`config.mk`:
```
export PLATFORM = sky130hd
export DESIGN_NAME = mem_out_queue
export DESIGN_NICKNAME = d
export VERILOG_FILES = /design/src/rtl/panzer_pkg.sv /design/src/rtl/mem_out_queue_cam.sv /design/src/rtl/mem_out_queue.sv
export SDC_FILE = /design/constraint.sdc
export NUM_CORES = 1
export LEC_CHECK = 0
export ABC_CLOCK_PERIOD_IN_PS = 8650
export CAP_MARGIN = 20
export CORE_ASPECT_RATIO = 0.6
export CORE_MARGIN = 2
export CORE_UTILIZATION = 45
export CTS_CLUSTER_SIZE = 10
export DETAILED_ROUTE_END_ITERATION = 7
export PLACE_DENSITY = 0.77
export SLEW_MARGIN = 25
export SYNTH_ARGS = -nofsm -noshare
export SYNTH_HDL_FRONTEND = slang
export SYNTH_SLANG_ARGS = --single-unit
```
`constraint.sdc`:
```
create_clock -name Clk -period 8.65 [get_ports Clk]
set_input_delay 2.1625 -clock Clk [delete_from_list [all_inputs] [get_ports Clk]]
set_output_delay 2.1625 -clock Clk [all_outputs]
set_load 0.005 [all_outputs]
```
`src/rtl/panzer_pkg.sv`:
```
// Shared definitions for the memory output queue: default widths, the
// queue entry layout and the pointer-width helper.
package panzer_pkg;

   localparam int DATA_W_DEF = 16;
   localparam int ADDR_W_DEF = 16;

   // One pending store at the default widths.
   typedef struct packed {
      logic [ADDR_W_DEF-1:0] addr;
      logic [DATA_W_DEF-1:0] data;
   } entry_t;

   // Pointer width for a ring of 'depth' slots; never narrower than one bit.
   function automatic int ptr_w(input int depth);
      return (depth > 1) ? $clog2(depth) : 1;
   endfunction

endpackage

```
`src/rtl/mem_out_queue_cam.sv`:
```
// Youngest-match search over the valid window of the ring, oldest slot
// (head) first so that later matches overwrite earlier ones.
module mem_out_queue_cam
   import panzer_pkg::*;
#(
   parameter int DEPTH  = 4,
   parameter int ADDR_W = ADDR_W_DEF,
   parameter int DATA_W = DATA_W_DEF,
   localparam int PTR_W = ptr_w(DEPTH),
   localparam int CNT_W = $clog2(DEPTH + 1)
) (
   input  logic [DEPTH-1:0][ADDR_W-1:0] addrs,
   input  logic [DEPTH-1:0][DATA_W-1:0] datas,
   input  logic [PTR_W-1:0]             head,
   input  logic [CNT_W-1:0]             count,
   input  logic [ADDR_W-1:0]            probe,
   output logic                         hit,
   output logic [DATA_W-1:0]            data
);

   // Walk head .. head+count-1; the last match seen is the youngest.
   always_comb begin
      logic [PTR_W-1:0] slot;
      hit  = 1'b0;
      data = '0;
      slot = '0;
      for (int i = 0; i < DEPTH; i++) begin
         slot = head + PTR_W'(i);
         if ((CNT_W'(i) < count) && (addrs[slot] == probe)) begin
            hit  = 1'b1;
            data = datas[slot];
         end
      end
   end

endmodule

```
`src/rtl/mem_out_queue.sv`:
```
// Circular write queue between the CPU store path and the bus, with
// coalescing into the youngest entry, read forwarding, flush and a sticky
// overflow flag.
//
// Bus handshake: Trans is the valid, PReady the ready. The head entry is
// transferred on a rising edge where Trans && PReady; while Trans && !PReady
// AdressOut/DataOut hold steady. Trans never depends on PReady.
module mem_out_queue
   import panzer_pkg::*;
#(
   parameter int DATA_W   = DATA_W_DEF,
   parameter int ADDR_W   = ADDR_W_DEF,
   parameter int DEPTH    = 4,
   parameter int COALESCE = 1,
   localparam int CNT_W   = $clog2(DEPTH + 1)
) (
   input  logic              Clk,
   input  logic              Rst,
   input  logic              Flush,
   input  logic              Enqueue,
   input  logic [ADDR_W-1:0] AdressIn,
   input  logic [DATA_W-1:0] DataIn,
   input  logic              PReady,
   output logic              Trans,
   output logic [ADDR_W-1:0] AdressOut,
   output logic [DATA_W-1:0] DataOut,
   output logic              Empty,
   output logic              Full,
   output logic              Busy,
   output logic [CNT_W-1:0]  Count,
   output logic              Overflow,
   input  logic [ADDR_W-1:0] LookupAdress,
   output logic              LookupHit,
   output logic [DATA_W-1:0] LookupData
);

   localparam int PTR_W = ptr_w(DEPTH);

   logic [DEPTH-1:0][ADDR_W-1:0] mem_addr;
   logic [DEPTH-1:0][DATA_W-1:0] mem_data;
   logic [PTR_W-1:0]             head, tail, tail_m1;
   logic [CNT_W-1:0]             count;
   logic                         overflow;
   logic                         empty, full;
   logic                         do_push, do_pop, do_coalesce, do_drop;

   // Action decode on the pre-edge state; a pop never frees room for a
   // same-cycle push, and the head entry (count < 2) is never merged into.
   always_comb begin
      empty       = (count == '0);
      full        = (count == CNT_W'(DEPTH));
      tail_m1     = tail - PTR_W'(1);
      do_pop      = !empty && PReady;
      do_coalesce = (COALESCE != 0) && Enqueue && (count >= CNT_W'(2)) &&
                    (AdressIn == mem_addr[tail_m1]);
      do_push     = Enqueue && !full && !do_coalesce;
      do_drop     = Enqueue && full && !do_coalesce;
   end

   // Pointer, count and overflow state; Flush overrides every other action.
   always_ff @(posedge Clk or negedge Rst) begin
      if (!Rst) begin
         head     <= '0;
         tail     <= '0;
         count    <= '0;
         overflow <= 1'b0;
      end else if (Flush) begin
         head     <= '0;
         tail     <= '0;
         count    <= '0;
         overflow <= 1'b0;
      end else begin
         if (do_push) tail <= tail + PTR_W'(1);
         if (do_pop)  head <= head + PTR_W'(1);
         case ({do_push, do_pop})
            2'b10:   count <= count + CNT_W'(1);
            2'b01:   count <= count - CNT_W'(1);
            default: count <= count;
         endcase
         if (do_drop) overflow <= 1'b1;
      end
   end

   // Entry storage; contents outside the valid window are never observed.
   always_ff @(posedge Clk) begin
      if (!Flush) begin
         if (do_push) begin
            mem_addr[tail] <= AdressIn;
            mem_data[tail] <= DataIn;
         end else if (do_coalesce) begin
            mem_data[tail_m1] <= DataIn;
         end
      end
   end

   // Head presentation and status, gated so stale storage never leaks.
   always_comb begin
      Trans     = !empty;
      AdressOut = empty ? '0 : mem_addr[head];
      DataOut   = empty ? '0 : mem_data[head];
      Empty     = empty;
      Full      = full;
      Busy      = full || Flush;
      Count     = count;
      Overflow  = overflow;
   end

   mem_out_queue_cam #(
      .DEPTH  (DEPTH),
      .ADDR_W (ADDR_W),
      .DATA_W (DATA_W)
   ) u_cam (
      .addrs (mem_addr),
      .datas (mem_data),
      .head  (head),
      .count (count),
      .probe (LookupAdress),
      .hit   (LookupHit),
      .data  (LookupData)
   );

endmodule

```
Word-level counts from Yosys, hierarchy flattened

Index checks and enable logic that the tools add are counted.

Register bits: 136
Output and inout bits: 57
Logic and storage cells: 111

$add $sub $neg: 7
Order comparisons: 13
Equality and inequality tests: 8
Mux-type cells: 45
Bitwise logic cells: 1
Reduce and logical (&&, ||, !) cells: 25

Operators by type and width:

| cell                                                                                 | number |
|---|---|
| 16-bit binary-select mux with 2-bit select                                           | 9 |
| 16-bit two-way mux                                                                   | 17 |
| 64-bit bitwise mux                                                                   | 3 |
| 64-bit two-way mux                                                                   | 2 |
| 16-bit equality test                                                                 | 5 |
| 16-bit demux with 2-bit select                                                       | 2 |
| 2-bit by 3-bit < comparator with 1-bit output (second input constant)                | 6 |
| 1-bit logical AND                                                                    | 13 |
| 2-bit two-way mux                                                                    | 4 |
| 2-bit nonzero test                                                                   | 4 |
| 1-bit by 3-bit < comparator with 1-bit output (first input constant)                 | 2 |
| 2-bit by 3-bit < comparator with 1-bit output (first input constant)                 | 2 |
| 1-bit two-way mux                                                                    | 6 |
| 3-bit case mux with 2 select lines                                                   | 1 |
| 2-bit by 1-bit adder with 2-bit output (second input constant)                       | 2 |
| 2-bit adder (second input constant)                                                  | 2 |
| 2-bit by 1-bit greater-or-equal comparator with 1-bit output (second input constant) | 2 |
| 2-bit AND reduction                                                                  | 2 |
| 3-bit by 1-bit adder with 3-bit output (second input constant)                       | 1 |
| 3-bit equality test (second input constant)                                          | 1 |
| 3-bit by 2-bit greater-or-equal comparator with 1-bit output (second input constant) | 1 |
| 1-bit logical NOT                                                                    | 3 |
| 3-bit logical NOT                                                                    | 1 |
| 3-bit two-way mux                                                                    | 1 |
| other kinds (7)                                                                      | 7 |

Depth between registers and ports, before layout

Depth in word-level cells: 10
Gate-level depth with buffers: 14
Gate-level depth less buffers: 10

Cells and area by module

A second synthesis with hierarchy kept.

Cells, all modules: 933
Area, all modules: 11305.8 sq um

Modules (own cells, without submodules):

| module            | times used | cells each | area an instance (sq um) |
|---|---|---|---|
| mem_out_queue     | 1          | 407        | 6675.2 |
| mem_out_queue_cam | 1          | 526        | 4630.7 |

Worst setup path before layout

Ideal clock, no wire load.

Path type: input-to-output
From: input port LookupAdress[6]
To: output port LookupData[5]
Arrival time: 4.066 ns
Setup slack: 2.421 ns
Stages on the path: 9
Buffers on the path: 2
Cell sequence: buf_1 -> xnor2_1 -> a2111o_1 -> nor4_2 -> o2111ai_2 -> buf_6 -> and3_1 -> a211o_1 -> a22oi_1

Word-level cells in the longest chain between the ends: 6
Elaborated cells on any way between the ends: 12
Those cells by class: eq/ne (4); mux (4); reduce/logical (4)

RTL lines:

| item                            | RTL line                | text |
|---|---|---|
| start: declaration              | mem_out_queue.sv:32     | `input logic [ADDR_W-1:0] LookupAdress,` |
| 16-bit equality test            | mem_out_queue_cam.sv:29 | `if ((CNT_W'(i) < count) && (addrs[slot] == probe)) begin` |
| 1-bit logical AND               | mem_out_queue_cam.sv:29 |  |
| 16-bit two-way mux (3 in a row) | mem_out_queue_cam.sv:29 |  |
| 16-bit two-way mux (*)          | mem_out_queue_cam.sv:29 |  |
| end: declaration                | mem_out_queue.sv:34     | `output logic [DATA_W-1:0] LookupData` |

Mark *: on every way between the ends. The rest lies on a longest branch, timed or not.

Worst setup path in the final report

Same ends and word-level chain as after synthesis.

==> key figures <==
Yosys
  – Top cell type's share of synthesized area: 36.87%
  – Post-synth EDFFs: 128
  – Synthesized area: 10420 sq um
  – FFs w/ async S/R, synth: 5.882%
  – Register bit count reported by yosys: 136
  – Syn Nets: 976
  – YS warnings: 0
  – Distinct cells, synth: 66
  – Instance count of the mapped netlist: 912
  – Avg Cell Area, Syn: 11.43 sq um
  – Top cells by area, synth: edfxtp_1 (37%), mux2i_1 (12%), mux4_2 (5.8%)
  – Most used DFF post-synth: edfxtp_1
  – Register area share after synthesis: 38.79%
  – Synth area leader: edfxtp_1

Critical path
  – Critical path endpoint category: output pin
  – Register-to-register setup slack: between 3000 and 4000 ps
  – Cell Chain, Critical Path: clkdlybuf4s50_1 -> xnor2_1 -> a2111o_1 -> nor4_2 -> o2111ai_4 -> buf_4 -> and3_1 -> a211o_1 -> a22oi_1 -> clkdlybuf4s50_1
  – Max incr delay on CP: 620 ps
  – Worst path required time: 6490 ps
  – Arr. time, crit path: between 5000 and 6000 ps
  – CP max FO: 31
  – Most frequent cell on the critical path: clkdlybuf4s50_1
  – CP max-delay cell: clkdlybuf4s50_1
  – WS Path Type: primary input to output pin
  – Startpoint types: primary input

Drt
  – Final wirelength: 28940 microns
  – DRC errors left: 0
  – DRT Pass-1 Iters: 7
  – Starting DRT DRC Count: 881
  – Vias/cell: 5.978
  – Average wire per standard cell: approximately 22 microns
  – Vias: 7843
  – DRT antenna net count: 0

Floorplan
  – Starting Density: 45.49%
  – Site row count: 43
  – I/O pin total: 110
  – CORE AREA: 22920 sq um
  – Die Y: 121.9 microns
  – Die area: between 20000 and 25000 sq um
  – DIE WIDTH: 200.5 microns

Power and ir drop
  – Power per cell area: 238.7 nW/um^2
  – Leakage: 4.015 nW
  – Peak supply drop: ~0.18 mV

Min path
  – Hold WC Path Type: flop to flop

Global route
  – GRT Util Overall: 24.19%
  – Global route total overflow: 0
  – Largest net degree at the start of global routing: 99
  – Vias in the first global route: between 7000 and 8000
  – First-pass GRT wire length: 44390 microns
  – Initial antenna violation count: 0

Timing
  – Clk_skew: 13.67 ps
  – Final setup violation count: 0
  – Relative slew margins: approximately 29%
  – Worst Tran Pin Value: 1065 ps
  – Fmax achieved: 129.2 MHz
  – Final Critical Period: roughly 7700 ps
  – Final hold violations: 0
  – Slew Limit Fails: 0
  – Crit share post-route: 89.47%
  – Setup_tns: 0 ps
  – WHS: 512.4 ps
  – RSZ-0062 raised after global routing: false

CTS
  – Clk pin slew, worst setup/hold paths: roughly 60 ps
  – CTS Hold Buffers Added: 0
  – Number of gates resized after cts: 0
  – CTS Buf Count: 17
  – Root buf cell: clkbuf_16
  – H-Tree Depth: 4
  – Clock sinks: between 100 and 150
  – Clock Tree Buf Depth: 2
  – Setup Fix Bufs, Post-CTS: 0
  – CTS tree: built
  – Clk_lat worst skew: 440 ps

Final layout
  – Nets: around 1000
  – Layout area overhead: 16.73%
  – Number of fill cells: 1981
  – Layout cells sized above 1: 12.65%

Place
  – DPL Wire Length: 20420 microns
  – Count of input and output buffers: 109
  – Placer Congestion: ~0.97

Outcome
  – Run status: finished clean

Flow run
  – Number of max-cap violations: 0
[state kept, by name, summed over array words and instances (netlist names)]
name and flops:
mem_addr 64, head 2, Overflow 1, Count 3, tail 2, mem_data 64
[worst paths after layout]
kind	start	to	cells after the start
max in group asynchronous	Rst	head[1]	1
min in group asynchronous	Rst	Count[0]	1
min	Overflow	Overflow	2
max	LookupAdress[6]	LookupData[5]	10
max reg2reg	tail[0]	mem_data[5]	13
min reg2reg	Overflow	Overflow	2
[cells in the final DEF, fill, tap and decap left out, types with 7 or more instances in the layout]
master	n
nor3_1	13
nand2b_1	19
buf_4	23
and2_1	20
nor2_1	38
mux2_2	21
a21oi_1	14
nand2_1	43
a32oi_1	7
mux2i_1	120
o211ai_1	19
edfxtp_1	128
a22oi_1	7
and3_1	19
clkbuf_16	17
nand4_1	11
xor2_1	27
nand3_1	20
a22oi_2	9
a31oi_1	12
a211o_1	15
mux4_1	12
ha_1	11
mux4_2	27
nor2b_1	70
a211oi_1	9
xnor2_1	64
clkdlybuf4s50_1	109
o21ai_0	13
[power by group]
part	switching (mW)	leakage [nW]	internal, mW
Clock	0.281	0.266	0.422
Sequential	0.100	1.31	0.775
Combinational	0.683	2.44	0.643
[layer usage]
layer  vias up  share of wire [%]  GRT usage, %
met5         -                  0             0
met4         0                1.4         5.972
met3        27                 12         8.213
met2       446                 41         33.75
met1      3782                 46         35.78
li1       3588                  -             -
[logic make-up after synthesis]
kind of cell,after synthesis,share of synthesized area (%)
xor gates and xnor gates,91,7.645
muxes,181,22.78
DFF,136,38.79
buffers and inverters,88,5.137
adders and majority gates,13,1.512
and+or+nand+nor,271,14.28
AOI/OAI and AO/OA,132,9.854
[synth_stat cells (all sizes together), types with 6 or more instances]
| cell type | number |
|---|---|
| edfxtp | 128 |
| mux2i | 121 |
| nor2b | 70 |
| xnor2 | 64 |
| buf | 57 |
| nand2 | 43 |
| mux4 | 39 |
| nor2 | 39 |
| xor2 | 27 |
| clkbuf | 22 |
| and2 | 21 |
| mux2 | 21 |
| nand3 | 20 |
| and3 | 19 |
| nand2b | 19 |
| o211ai | 19 |
| a22oi | 16 |
| a211o | 15 |
| a21oi | 15 |
| nor3 | 13 |
| o21ai | 13 |
| a31oi | 12 |
| ha | 11 |
| nand4 | 11 |
| a211oi | 9 |
| dfrtp | 8 |
| a32oi | 7 |
| inv | 6 |
| nor4 | 6 |
[worst max-delay path, delay by kind of cell]
family / cells / cell delay [ps]
AND/OR/NAND/NOR: 2 / 510
XOR/XNOR: 1 / 120
AO/OA/AOI/OAI: 4 / 1220
buffers and inverters: 3 / 1540
[through the flow]
stage                     power [mW]  std cells  util [%]  instance area (sq um)  worst slack (ps)
after floorplan                1.730        912         -                  10430              2421
after global placement         2.170       1279     50.60                  11600             956.6
after detailed placement       2.190       1279     50.60                  11600             925.8
after CTS                      2.897       1311     53.06                  12160             916.4
after global routing           3.052       1311     53.08                  12170             747.6
final                          2.905       1312     53.10                  12170             910.7
[area by class of cell]
cell class | count | area [sq um] | area share [%]
multi-input cells | 688 | 5863 | 48.18
flip-flops and latches | 136 | 4051 | 33.29
repair buffers | 132 | 1264 | 10.38
clock buffers | 20 | 436.7 | 3.588
well taps | 315 | 394.1 | 3.239
clock inverters | 12 | 127.6 | 1.049
inverters | 8 | 30.03 | 0.2468
diodes | 1 | 2.502 | 0.02056
(Power assumes the default switching activity.)
